$ cat src/rtl/matrix_result_reader.sv
// Streams the DIM x DIM result matrix out of a synchronous-read RAM in row-major
// order on a valid/ready port, throttling reads so the holding FIFO never overflows.
module matrix_result_reader #(
  parameter int DATA_W     = 16,
  parameter int DIM        = 4,
  parameter int ADDR_W     = 4,
  parameter int FIFO_DEPTH = 3
) (
  input  logic              clk,
  input  logic              reset_n,
  input  logic              start,
  output logic [ADDR_W-1:0] ram_addr,
  output logic              ram_ren,
  input  logic [DATA_W-1:0] ram_dout,
  output logic              m_valid,
  input  logic              m_ready,
  output logic [DATA_W-1:0] m_data,
  output logic [1:0]        m_row,
  output logic [1:0]        m_col,
  output logic              m_last,
  output logic              busy,
  output logic              done
);

  localparam int N     = DIM * DIM;
  localparam int CNT_W = ADDR_W + 1;
  localparam int PTR_W = (FIFO_DEPTH > 1) ? $clog2(FIFO_DEPTH) : 1;
  localparam int OCC_W = $clog2(FIFO_DEPTH + 3) + 1;

  typedef enum logic [1:0] {S_IDLE, S_RUN, S_DONE} state_t;

  state_t             r_state, w_state_nxt;
  logic [CNT_W-1:0]   r_issue, w_issue_nxt;
  logic [ADDR_W-1:0]  r_out,   w_out_nxt;
  logic [ADDR_W-1:0]  r_addr,  w_addr_nxt;
  logic               w_issue;
  // [0]: read presented to the RAM this cycle, [1]: RAM data returning this cycle
  logic [1:0]         r_rd_pipe;

  logic [DATA_W-1:0]  r_mem [FIFO_DEPTH];
  logic [PTR_W-1:0]   r_wptr, r_rptr;
  logic [OCC_W-1:0]   r_cnt;
  logic [OCC_W-1:0]   w_occ;
  logic               w_push, w_pop, w_room;
  logic [31:0]        w_idx;

  assign w_push = r_rd_pipe[1];
  assign w_pop  = m_valid & m_ready;
  // Everything already committed to the FIFO, net of the element leaving now
  assign w_occ  = r_cnt + OCC_W'(r_rd_pipe[0]) + OCC_W'(r_rd_pipe[1]) - OCC_W'(w_pop);
  assign w_room = (w_occ < OCC_W'(FIFO_DEPTH));

  always_comb begin
    w_state_nxt = r_state;
    w_issue     = 1'b0;
    w_issue_nxt = r_issue;
    w_out_nxt   = r_out;
    w_addr_nxt  = r_addr;
    unique case (r_state)
      S_IDLE: begin
        // Address 0 goes out on the accepting edge itself to hit the 3-cycle latency
        if (start) begin
          w_state_nxt = S_RUN;
          w_issue     = 1'b1;
          w_addr_nxt  = '0;
          w_issue_nxt = CNT_W'(1);
          w_out_nxt   = '0;
        end
      end
      S_RUN: begin
        if ((r_issue < CNT_W'(N)) && w_room) begin
          w_issue     = 1'b1;
          w_addr_nxt  = r_issue[ADDR_W-1:0];
          w_issue_nxt = r_issue + CNT_W'(1);
        end
        if (w_pop) begin
          w_out_nxt = r_out + ADDR_W'(1);
          if (r_out == ADDR_W'(N - 1)) w_state_nxt = S_DONE;
        end
      end
      S_DONE:  w_state_nxt = S_IDLE;
      default: w_state_nxt = S_IDLE;
    endcase
  end

  always_ff @(posedge clk or negedge reset_n) begin
    if (!reset_n) begin
      r_state   <= S_IDLE;
      r_issue   <= '0;
      r_out     <= '0;
      r_addr    <= '0;
      r_rd_pipe <= '0;
    end else begin
      r_state   <= w_state_nxt;
      r_issue   <= w_issue_nxt;
      r_out     <= w_out_nxt;
      r_addr    <= w_addr_nxt;
      r_rd_pipe <= {r_rd_pipe[0], w_issue};
    end
  end

  always_ff @(posedge clk or negedge reset_n) begin
    if (!reset_n) begin
      r_wptr <= '0;
      r_rptr <= '0;
      r_cnt  <= '0;
      for (int i = 0; i < FIFO_DEPTH; i++) r_mem[i] <= '0;
    end else begin
      if (w_push) begin
        r_mem[r_wptr] <= ram_dout;
        r_wptr <= (r_wptr == PTR_W'(FIFO_DEPTH - 1)) ? '0 : r_wptr + PTR_W'(1);
      end
      if (w_pop)
        r_rptr <= (r_rptr == PTR_W'(FIFO_DEPTH - 1)) ? '0 : r_rptr + PTR_W'(1);
      r_cnt <= r_cnt + OCC_W'(w_push) - OCC_W'(w_pop);
    end
  end

  assign w_idx    = 32'(r_out);
  assign ram_addr = r_addr;
  assign ram_ren  = r_rd_pipe[0];
  assign m_valid  = (r_cnt != '0);
  assign m_data   = m_valid ? r_mem[r_rptr] : '0;
  assign m_row    = 2'(w_idx / DIM);
  assign m_col    = 2'(w_idx % DIM);
  assign m_last   = m_valid && (r_out == ADDR_W'(N - 1));
  assign busy     = (r_state == S_RUN);
  assign done     = (r_state == S_DONE);

  a_no_overflow: assert property (@(posedge clk) disable iff (!reset_n)
    !(w_push && !w_pop && (r_cnt == OCC_W'(FIFO_DEPTH))));

endmodule
$ cat config.mk
export PLATFORM = sky130hd
export DESIGN_NAME = matrix_result_reader
export DESIGN_NICKNAME = d
export VERILOG_FILES = /design/src/rtl/matrix_result_reader.sv
export SDC_FILE = /design/constraint.sdc
export NUM_CORES = 1
export LEC_CHECK = 0
export CELL_PAD_IN_SITES_DETAIL_PLACEMENT = 0
export CELL_PAD_IN_SITES_GLOBAL_PLACEMENT = 1
export CORE_ASPECT_RATIO = 1.1
export CORE_MARGIN = 2
export CORE_UTILIZATION = 35
export CTS_CLUSTER_DIAMETER = 120
export DETAILED_ROUTE_END_ITERATION = 10
export GPL_TIMING_DRIVEN = 0
export PLACE_DENSITY_LB_ADDON = 0.1
export SYNTH_ARGS = -nofsm -noshare
export SYNTH_HDL_FRONTEND = slang
export SYNTH_SLANG_ARGS = --single-unit
export TNS_END_PERCENT = 1
$ cat constraint.sdc
create_clock -name clk -period 5.9 [get_ports clk]
set_input_delay 1.18 -clock clk [delete_from_list [all_inputs] [get_ports clk]]
set_output_delay 1.18 -clock clk [all_outputs]
set_load 0.01 [all_outputs]
==> summary.md, run 1 <==
| Metric | Value |
|---|---|
| Clk buf depth | `2` |
| Vias/cell | `5.03` |
| H-tree depth | `3` |
| Rows | `38` |
| Iter 0 DRT Violations | `58` |
| Psw | `0.000962 W` |
| Setup CP Type | `reg2out` |
| IO Count | `49` |
| Skew final | `0.0134 ns` |
| Top delay family on crit path | `buffers and inverters` |
| Fillcell total | `945` |
| HP Class | `reg2reg` |
| Total global-route track usage | `15.6%` |
| Hold wc startpoint | `r_rd_pipe[0]$_DFF_PN0_` |
| Multi-input logic area | `1570 um2` |
| Worst IR Drop VDD | `0.000203 V` |
| # DRC | `0` |
| Crit path cell chain | `buf_2, nor2b_1, clkbuf_1, buf_2, a21oi_1, nor2_1, clkdlybuf4s50_1` |
| Worst path bufs/invs | `4` |
| CP max-delay cell | `clkdlybuf4s50_1` |
| PostCTS Resize Cnt | `0` |
| TritonRoute pass-1 iters | `5` |
| Core Region | `9890 um2` |
| Synth Warn # | `0` |
| Initial antenna violation count | `0` |
| Area fraction of the dominant cell type after synthesis | `51.4%` |
| CP endpoint kind | `output port` |
| Min setup slack post-route | `2.15 ns` |
| Hold_buf cts | `0` |
| Share of power burned in registers | `31.9%` |
| Worst setup SP type | `flip-flop` |
| Root Driver | `clkbuf_8` |
| CP max stage delay | `0.57 ns` |
| Initial Utilization | `35.9%` |
| Max Fanout on Critical Path | `10` |
| Cell taking the most area after synthesis | `dfrtp_1` |
| Setup Slack @ Placement | `1.77 ns` |
| Combinational Power Share | `49.3%` |
| Final Cycle Share | `63.5%` |
| Synthesized area | `3550 um2` |
| Hold path endpoint | `r_rd_pipe[1]$_DFF_PN0_` |
| Sequential cell area | `1830 um2` |
| Share of post-route cells with drive strength above 1 | `22.7%` |
| Worst hold margin | `0.424 ns` |
| Fin. max-slew vios | `0` |
| Top post-synthesis cells by area | `dfrtp_1 51%, mux2_2 12%, mux2i_1 6.2%` |
| RSZ-0062 raised after global routing | `no` |
| Clock latency on the worst-skew pair | `0.35 ns` |
| Net count, final | `392` |
| P_int | `0.00182 W` |
| WL per Instance | `16.0 um` |
| Detail Route Antenna Nets | `0` |
| Headroom to the max-slew limit | `48.8%` |
| First-pass GRT wire length | `13000 um` |
| Ys flop type | `dfrtp_1` |
| Lkg Pwr | `2.02 nW` |
| F_max | `0.267 GHz` |
| R2R cell count | `15` |
| Switch share | `34.6%` |
| Sequential share of the synthesized area | `51.4%` |
| Synth cell types | `39` |
| Arr. time, crit path | `2.57 ns` |
| Placer's final routability congestion estimate | `0.741` |
| WHS Path Cells | `0` |
| CTS tree | `yes` |
| Post-synth net total | `332` |
| Total grt overflow | `0` |
| Max-Cap Viols | `0` |
| Setup bufs post-CTS | `0` |
| Number of buffers created by CTS | `9` |
| Die X | `100 um` |
| Synth Area per Inst | `11.8 um2` |
| Clock power frac | `18.8%` |
| Finish-stage setup viols | `0` |
| Die Ht | `110 um` |
| Area delta synth->final | `25.7%` |
| Levels on crit path | `7` |
| Vias post-DR | `2444` |
| Final WL | `7800 um` |
| Final Hold Vio Count | `0` |
| Async SR Flop Fraction | `100%` |
| Clock Sinks | `73` |
| Worst-Margin Slew | `0.763 ns` |
| Post-Route Utilization | `45.2%` |
| Largest net degree at the start of global routing | `41` |
| Full die area | `11000 um2` |
| CP most frequent cell | `buf_2` |
| Setup TNS | `0 ns` |
| Worst path required time | `4.72 ns` |
| PD cells | `623 nW/um2` |
| R2r startpoint | `r_cnt[2]$_DFF_PN0_` |
| Final HPWL DP | `5290 um` |
| R2r setup slk | `2.73 ns` |
| Ant. Diodes | `0` |
| EDFF count, synth | `0` |
| Clock Pin Slew Worst Setup and Hold Paths | `0.07 ns` |
| Minimum clock period | `3.75 ns` |
| Reg2reg end | `ram_addr[2]$_DFFE_PN0P_` |
| Status | `completed` |
| Mapped Cells | `302` |
| Vias in the first global route | `2509` |
| Input/output buffers | `48` |
| Register bit total from synthesis | `73` |
[worst reg2reg max path, stage by stage, from the launching register on]
cell     delay, ns
dfrtp_1       0.32
inv_1         0.05
ha_1          0.18
and3_1        0.18
buf_6         0.15
inv_6         0.09
nand3_1       0.10
inv_1         0.12
nor2_1        0.07
fa_1          0.40
fa_1          0.39
a21o_1        0.20
nor3_1        0.28
and3_1        0.22
buf_6         0.14
mux2i_1       0.19
[power by group through the flow]
| stage | logic, W | registers (W) | clock network [W] |
|---|---|---|---|
| floorplan | 0.000914 | 0.000877 | 0 |
| global placement | 0.00137 | 0.000894 | 0 |
| detailed placement | 0.00139 | 0.000901 | 0 |
| CTS | 0.00139 | 0.000891 | 0.000536 |
| global route | 0.00153 | 0.000926 | 0.000558 |
| finish | 0.00137 | 0.000889 | 0.000522 |
[layout by cell type (no fill, tap or decap), types with 2 or more instances in the layout]
cell type and n:
a21o_1 4, a21oi_1 20, and3_1 2, buf_12 2, buf_2 5, buf_4 2
buf_6 3, bufinv_16 4, clkbuf_1 4, clkbuf_8 10, clkdlybuf4s50_1 47, dfrtp_1 73
fa_1 3, ha_1 7, inv_1 9, inv_2 3, mux2_2 39, mux2_4 10
mux2i_1 22, nand2_1 14, nand2b_1 2, nand3_1 10, nand3b_1 2, nand4_1 3
nor2_1 38, nor2b_1 2, nor3_1 2, o21ai_0 7, or3_1 2, xor2_1 2
[Yosys cell counts, types with 4 or more instances]
library cell	count
a21o_1	4
a21oi_1	20
buf_2	5
clkbuf_1	4
dfrtp_1	73
ha_1	7
inv_1	9
mux2_2	39
mux2_4	10
mux2i_1	22
nand2_1	14
nand3_1	10
nor2_1	38
o21ai_0	7
[per-layer routing]
metal	up-vias	wire, um	track usage (%)
li1	1161	-	-
met1	1228	3640	20.0
met2	46	3750	25.4
met3	9	292	3.75
met4	0	111	6.46
met5	-	0	0
[sequential cells by signal, summed over array words and instances (netlist names)]
register	count
r_out	4
r_issue	5
r_rptr	2
r_wptr	2
r_state	2
r_mem	48
r_cnt	4
r_rd_pipe	2
ram_addr	4
[per-stage QoR]
stage	total power (W)	instance area, um2	std cells
final	0.00278	4470	486
after global routing	0.00301	4470	486
after detailed placement	0.00229	4200	471
after global placement	0.00227	4180	470
after CTS	0.00282	4470	486
after floorplan	0.00179	3550	302
[logic make-up (layout without fill, tap and decap cells)]
kind of cell	count (synthesis)	after routing	share of synthesized area, %
and+or+nand+nor	82	82	10.8
DFF	73	73	51.4
muxes	71	71	22.8
AOI/OAI and AO/OA	35	35	5.60
buffers and inverters	28	92	4.47
adders and majority gates	10	10	4.15
xor gates and xnor gates	3	3	0.740
[worst max-delay path by stage]
stage                                from                       to  slack, ns
global placement                  reset_n  ram_addr[2]$_DFFE_PN0P_       0.88
detailed placement                m_ready  ram_addr[2]$_DFFE_PN0P_       1.77
finish              r_rptr[1]$_DFFE_PN0P_               m_data[10]       2.15
global route        r_rptr[1]$_DFFE_PN0P_               m_data[10]       1.93
floorplan                         m_ready   r_issue[1]$_DFFE_PN0P_       2.74
CTS                 r_rptr[1]$_DFFE_PN0P_               m_data[10]       2.12
[layout make-up]
cell class                 instances  share of cell area, %
buffer                            14                   2.27
clock buffer                      10                   3.08
clock inverter                     5                   2.86
inverter                          14                   1.29
multi-input combinational        201                   35.1
sequential                        73                   40.9
tap                              120                   3.36
timing repair buffer              49                   11.1
Note: power is estimated with default switching activity, not from simulation.
==> run 2: changes to the inputs <==
clock period = 3.4 ns   (was 5.9 ns; I/O delays follow)
==> summary.md, run 2 (same netlist as run 1, synthesis figures left out) <==
| Metric | Value |
|---|---|
| CP max-delay cell | `clkdlybuf4s50_1 (unchanged)` |
| Minimum clock period | `3.15 ns` |
| Placer's final routability congestion estimate | `0.741 (unchanged)` |
| Total grt overflow | `0 (unchanged)` |
| Final WL | `7810 um (was 7800 um)` |
| Max Fanout on Critical Path | `8 (was 10)` |
| Vias post-DR | `2438 (was 2444)` |
| Skew final | `0.0132 ns (was 0.0134 ns)` |
| Final HPWL DP | `5290 um (unchanged)` |
| Die X | `100 um (unchanged)` |
| Input/output buffers | `48 (unchanged)` |
| Top delay family on crit path | `buffers and inverters (unchanged)` |
| Final Cycle Share | `92.6%` |
| Setup TNS | `0 ns (unchanged)` |
| IO Count | `49 (unchanged)` |
| # DRC | `0 (unchanged)` |
| Final Instance Count excl. Fillers | `486 (unchanged)` |
| Iter 0 DRT Violations | `58 (unchanged)` |
| Arr. time, crit path | `3.43 ns (was 2.57 ns)` |
| F_max | `0.318 GHz` |
| First-pass GRT wire length | `13000 um (unchanged)` |
| DP Cell Count | `471 (unchanged)` |
| Detail Route Antenna Nets | `0 (unchanged)` |
| Max FFs per register | `48 (unchanged)` |
| Rows | `38 (unchanged)` |
| CTS tree | `yes (unchanged)` |
| Total global-route track usage | `15.6% (unchanged)` |
| Number of buffers created by CTS | `9 (unchanged)` |
| Lkg Pwr | `2.02 nW (about the same)` |
| Multi-input logic area | `1570 um2 (about the same)` |
| Worst-Margin Slew | `0.763 ns (about the same)` |
| Power after layout | `0.00485 W (was 0.00278 W)` |
| Clock latency on the worst-skew pair | `0.36 ns (was 0.35 ns)` |
| Post-Route Utilization | `45.2% (about the same)` |
| Vias in the first global route | `2509 (unchanged)` |
| Worst path required time | `3.68 ns (was 4.72 ns)` |
| Worst path bufs/invs | `3 (was 4)` |
| Initial antenna violation count | `0 (unchanged)` |
| Clock Sinks | `73 (unchanged)` |
| Largest Register | `r_mem (unchanged)` |
| PostCTS Resize Cnt | `0 (unchanged)` |
| Finish-stage setup viols | `0 (unchanged)` |
| PD cells | `1080 nW/um2 (was 623 nW/um2)` |
| Vias/cell | `5.02 (was 5.03)` |
| Crit path cell chain | `clkdlybuf4s50_1, nand3_1, inv_1, nor2_1, fa_1, fa_1, a21o_1, nor3_2, and3_1, buf_6, mux2i_1 (was buf_2, nor2b_1, clkbuf_1, buf_2, a21oi_1, nor2_1, clkdlybuf4s50_1)` |
| Fin. max-slew vios | `0 (unchanged)` |
| TritonRoute pass-1 iters | `5 (unchanged)` |
| Share of post-route cells with drive strength above 1 | `23.5% (was 22.7%)` |
| WL per Instance | `16.1 um (was 16.0 um)` |
| CP most frequent cell | `fa_1 (was buf_2)` |
| Status | `completed (unchanged)` |
| Root Driver | `clkbuf_8 (unchanged)` |
| Worst IR Drop VDD | `0.000366 V (was 0.000203 V)` |
| H-tree depth | `3 (unchanged)` |
| HP Class | `in2async (was reg2reg)` |
| Largest net degree at the start of global routing | `41 (unchanged)` |
| Core Region | `9890 um2 (unchanged)` |
| Final Hold Vio Count | `0 (unchanged)` |
| CP endpoint kind | `flip-flop (was output port)` |
| RSZ-0062 raised after global routing | `no (unchanged)` |
| Setup bufs post-CTS | `0 (unchanged)` |
| Largest regs | `r_mem: 48 flops, r_issue: 5 flops (unchanged)` |
| Max-Cap Viols | `0 (unchanged)` |
| Full die area | `11000 um2 (unchanged)` |
| Sequential cell area | `1830 um2 (about the same)` |
| Net count, final | `392 (unchanged)` |
| Hold_buf cts | `0 (unchanged)` |
| CP max stage delay | `0.66 ns (was 0.57 ns)` |
| Commonest non-fill, non-tap cell in the layout | `dfrtp_1 (unchanged)` |
| Fillcell total | `946 (was 945)` |
| Setup CP Type | `in2reg (was reg2out)` |
| Headroom to the max-slew limit | `48.8% (about the same)` |
| Die Ht | `110 um (unchanged)` |
| Worst setup SP type | `input port (was flip-flop)` |
| Ant. Diodes | `0 (unchanged)` |
| Area delta synth->final | `25.9% (was 25.7%)` |
| Most frequent cells in the layout | `72 x dfrtp_1, 47 x clkdlybuf4s50_1, 39 x mux2_2, 38 x nor2_1, 22 x mux2i_1 (was 73 x dfrtp_1, 47 x clkdlybuf4s50_1, 39 x mux2_2, 38 x nor2_1, 22 x mux2i_1)` |
| Clock Pin Slew Worst Setup and Hold Paths | `0.08 ns (was 0.07 ns)` |
| Clk buf depth | `2 (unchanged)` |
| Initial Utilization | `35.9% (unchanged)` |
-- run 2: metrics by stage --
step	hold slack, ns	setup WS [ns]	instance area (um2)
2_1_floorplan	0.384	0.494	3550
3_3_place_gp	0.419	-1.12	4180
3_5_place_dp	0.407	-0.227	4200
4_1_cts	0.284	0.119	4470
5_1_grt	0.292	0.0897	4470
6_report	0.273	0.251	4470
-- run 2: layout make-up --
type,count,share of cell area (%)
sequential,73,40.9
multi-input combinational,201,35.2
timing repair buffer,49,11.1
tap,120,3.36
clock buffer,10,3.08
clock inverter,5,2.85
buffer,14,2.29
inverter,14,1.29
-- run 2: metal layers --
layer  vias up  track usage (%)  wire length (um)
li1       1160                -                 -
met1      1225             20.0              3650
met2        44             25.4              3750
met3         9             3.75               293
met4         0             6.46               111
met5         -                0                 0
-- run 2: worst paths after layout --
kind                                           end                    from  slack (ns)  depth (start not counted)
min                          r_mem[35]$_DFFE_PN0P_                 reset_n        0.27                          1
min in group clk            r_rd_pipe[1]$_DFF_PN0_  r_rd_pipe[0]$_DFF_PN0_        0.42                          0
max                        ram_addr[2]$_DFFE_PN0P_                 m_ready        0.25                         11
min reg2reg                 r_rd_pipe[1]$_DFF_PN0_  r_rd_pipe[0]$_DFF_PN0_        0.42                          0
max in group asynchronous       r_cnt[1]$_DFF_PN0_                 reset_n        2.53                          2
max reg2reg                ram_addr[2]$_DFFE_PN0P_      r_cnt[2]$_DFF_PN0_        0.31                         15
-- run 2: report_power, final --
group          internal (W)  leakage, nW  switching (W)  total [W]
Clock              0.000578        0.129       0.000331   0.000908
Combinational       0.00129         1.03        0.00111    0.00239
Sequential          0.00130        0.870       0.000241    0.00154
-- run 2: worst register-to-register path, cell delays in order, from the launching register on --
cell and delay, ns:
dfrtp_1 0.32, inv_1 0.05, ha_1 0.18, and3_1 0.18
buf_6 0.15, inv_6 0.09, nand3_1 0.10, inv_1 0.12
nor2_1 0.07, fa_1 0.40, fa_1 0.39, a21o_1 0.21
nor3_2 0.21, and3_1 0.20, buf_6 0.14, mux2i_1 0.19
==> run 3: changes to the inputs <==
CAP_MARGIN = 20   (was default)
CORE_ASPECT_RATIO = 2   (was 1.1)
==> summary.md, run 3 (same netlist as run 1, synthesis figures left out) <==
| Metric | Value |
|---|---|
| Die X | `75.3 um (was 100 um)` |
| Clock Pin Slew Worst Setup and Hold Paths | `0.06 ns (was 0.08 ns)` |
| Worst path required time | `3.66 ns (was 3.68 ns)` |
| Area delta synth->final | `28.1% (was 25.9%)` |
| # DRC | `0 (unchanged)` |
| Power after layout | `0.00493 W (was 0.00485 W)` |
| WL per Instance | `15.6 um (was 16.1 um)` |
| Placer's final routability congestion estimate | `0.699 (was 0.741)` |
| Hold_buf cts | `0 (unchanged)` |
| RSZ-0062 raised after global routing | `no (unchanged)` |
| Worst IR Drop VDD | `0.000555 V (was 0.000366 V)` |
| Top sig layer | `met4 (unchanged)` |
| Status | `completed (unchanged)` |
| WL met2 | `4400 um (was 3750 um)` |
| First-pass GRT wire length | `13000 um (about the same)` |
| F_max | `0.313 GHz (was 0.318 GHz)` |
| Clock power frac | `20.5% (was 18.7%)` |
| Minimum clock period | `3.20 ns (was 3.15 ns)` |
| Vias/cell | `4.87 (was 5.02)` |
| Multi-input logic area | `1570 um2 (unchanged)` |
| Reg2reg end | `r_issue[1]$_DFFE_PN0P_ (was ram_addr[2]$_DFFE_PN0P_)` |
| HP Class | `in2async (unchanged)` |
| Clk buf depth | `2 (unchanged)` |
| Die Ht | `146 um (was 110 um)` |
| Initial Utilization | `35.5% (was 35.9%)` |
| R2r startpoint | `r_cnt[2]$_DFF_PN0_ (unchanged)` |
| Met1 WL | `2990 um (was 3650 um)` |
| Lkg Pwr | `2.05 nW (was 2.02 nW)` |
| TritonRoute pass-1 iters | `4 (was 5)` |
| Number of buffers created by CTS | `9 (unchanged)` |
| R2r setup slk | `0.25 ns (was 0.31 ns)` |
| DP Cell Count | `486 (was 471)` |
| Setup CP Type | `in2reg (unchanged)` |
| Net count, final | `392 (unchanged)` |
| Largest regs | `r_mem: 48 flops, r_issue: 5 flops (unchanged)` |
| Largest net degree at the start of global routing | `62 (was 41)` |
| PostCTS Resize Cnt | `0 (unchanged)` |
| Most frequent cells in the layout | `73 x dfrtp_1, 47 x clkdlybuf4s50_1, 39 x mux2_2, 38 x nor2_1, 22 x mux2i_1 (was 72 x dfrtp_1, 47 x clkdlybuf4s50_1, 39 x mux2_2, 38 x nor2_1, 22 x mux2i_1)` |
| R2R cell count | `15 (unchanged)` |
| Worst-Margin Slew | `0.680 ns (was 0.763 ns)` |
| Total global-route track usage | `16.0% (was 15.6%)` |
| Share of post-route cells with drive strength above 1 | `23.2% (was 23.5%)` |
| Ant. Diodes | `0 (unchanged)` |
| Rows | `52 (was 38)` |
| IO Count | `49 (unchanged)` |
| Clock latency on the worst-skew pair | `0.33 ns (was 0.36 ns)` |
| Detail Route Antenna Nets | `0 (unchanged)` |
| Input/output buffers | `48 (unchanged)` |
| Fillcell total | `1003 (was 946)` |
| Switch share | `34.5% (was 34.6%)` |
| DR WL met3 | `282 um (was 293 um)` |
| Share of power burned in registers | `31.4% (was 31.9%)` |
| CP endpoint kind | `flip-flop (unchanged)` |
| Fin. max-slew vios | `0 (unchanged)` |
| Headroom to the max-slew limit | `54.4% (was 48.8%)` |
| Sequential cell area | `1830 um2 (about the same)` |
| Final Cycle Share | `94.1% (was 92.6%)` |
| Arr. time, crit path | `3.46 ns (was 3.43 ns)` |
| Commonest non-fill, non-tap cell in the layout | `dfrtp_1 (unchanged)` |
| Combinational Power Share | `48.1% (was 49.4%)` |
| Vias post-DR | `2445 (was 2438)` |
| Final Hold Vio Count | `0 (unchanged)` |
| Clock Sinks | `73 (unchanged)` |
| Final Instance Count excl. Fillers | `502 (was 486)` |
| Skew final | `0.00665 ns (was 0.0132 ns)` |
| Root Driver | `clkbuf_16 (was clkbuf_8)` |
| Core Region | `10000 um2 (was 9890 um2)` |
| Max FFs per register | `48 (unchanged)` |
| P_int | `0.00323 W (was 0.00317 W)` |
| Full die area | `11000 um2 (about the same)` |
| H-tree depth | `3 (unchanged)` |
| CTS tree | `yes (unchanged)` |
| Psw | `0.00170 W (was 0.00168 W)` |
| Final HPWL DP | `5730 um (was 5290 um)` |
| Final WL | `7850 um (was 7810 um)` |
| Largest Register | `r_mem (unchanged)` |
| Max-Cap Viols | `0 (unchanged)` |
| PD cells | `1080 nW/um2 (about the same)` |
| Worst setup SP type | `input port (unchanged)` |
| Finish-stage setup viols | `0 (unchanged)` |
| Max Fanout on Critical Path | `8 (unchanged)` |
| Initial antenna violation count | `0 (unchanged)` |
| Setup bufs post-CTS | `0 (unchanged)` |
| Iter 0 DRT Violations | `88 (was 58)` |
| Vias in the first global route | `2555 (was 2509)` |
| Total grt overflow | `0 (unchanged)` |
==> run 3: critical path, stage by stage <==
cell             delay [ns]
clkdlybuf4s50_1        0.66
nand3_1                0.17
inv_1                  0.12
nor2_1                 0.06
fa_1                   0.40
fa_1                   0.39
a21o_1                 0.21
nor3_2                 0.22
and3_1                 0.20
buf_6                  0.14
mux2i_1                0.18
==> run 3: area by class of cell <==
cell class	instances	area share, %
clock buffers	9	4.95
plain buffers	14	2.23
multi-input cells	201	34.5
flip-flops and latches	73	40.1
inverters	14	1.26
clock inverters	7	2.09
well taps	135	3.71
repair buffers	49	11.1
==> run 3: power by group through the flow <==
stage | logic (W) | registers, W | clock network (W)
finish | 0.00237 | 0.00155 | 0.00101
global route | 0.00265 | 0.00160 | 0.00108
CTS | 0.00242 | 0.00155 | 0.00104
detailed placement | 0.00241 | 0.00157 | 0
global placement | 0.00238 | 0.00155 | 0
floorplan | 0.00159 | 0.00152 | 0
==> run 3: stage by stage <==
stage / TNS, ns / area [um2] / utilization (%) / worst slack, ns / hold slack [ns]
3_3_place_gp: -79.25 / 4200 / 41.9 / -1.07 / 0.408
3_5_place_dp: -2.01 / 4230 / 42.2 / -0.283 / 0.403
2_1_floorplan: 0 / 3550 / - / 0.494 / 0.384
4_1_cts: 0 / 4550 / 45.4 / 0.0892 / 0.187
6_report: 0 / 4550 / 45.4 / 0.200 / 0.192
5_1_grt: 0 / 4550 / 45.4 / 0.0302 / 0.198
==> run 3: routing by layer <==
layer	vias up	GRT usage [%]
met4	0	7.11
li1	1168	-
met5	-	0
met1	1227	18.3
met3	11	3.11
met2	39	27.6
==> run 3: worst max path at each step <==
stage,start,slack (ns),end
after floorplan,r_cnt[2]$_DFF_PN0_,0.49,r_issue[1]$_DFFE_PN0P_
after global placement,reset_n,-1.07,r_out[3]$_DFFE_PN0P_
after detailed placement,m_ready,-0.28,ram_addr[1]$_DFFE_PN0P_
after CTS,m_ready,0.09,r_issue[1]$_DFFE_PN0P_
after global routing,r_cnt[2]$_DFF_PN0_,0.03,ram_addr[1]$_DFFE_PN0P_
final,m_ready,0.20,r_issue[1]$_DFFE_PN0P_
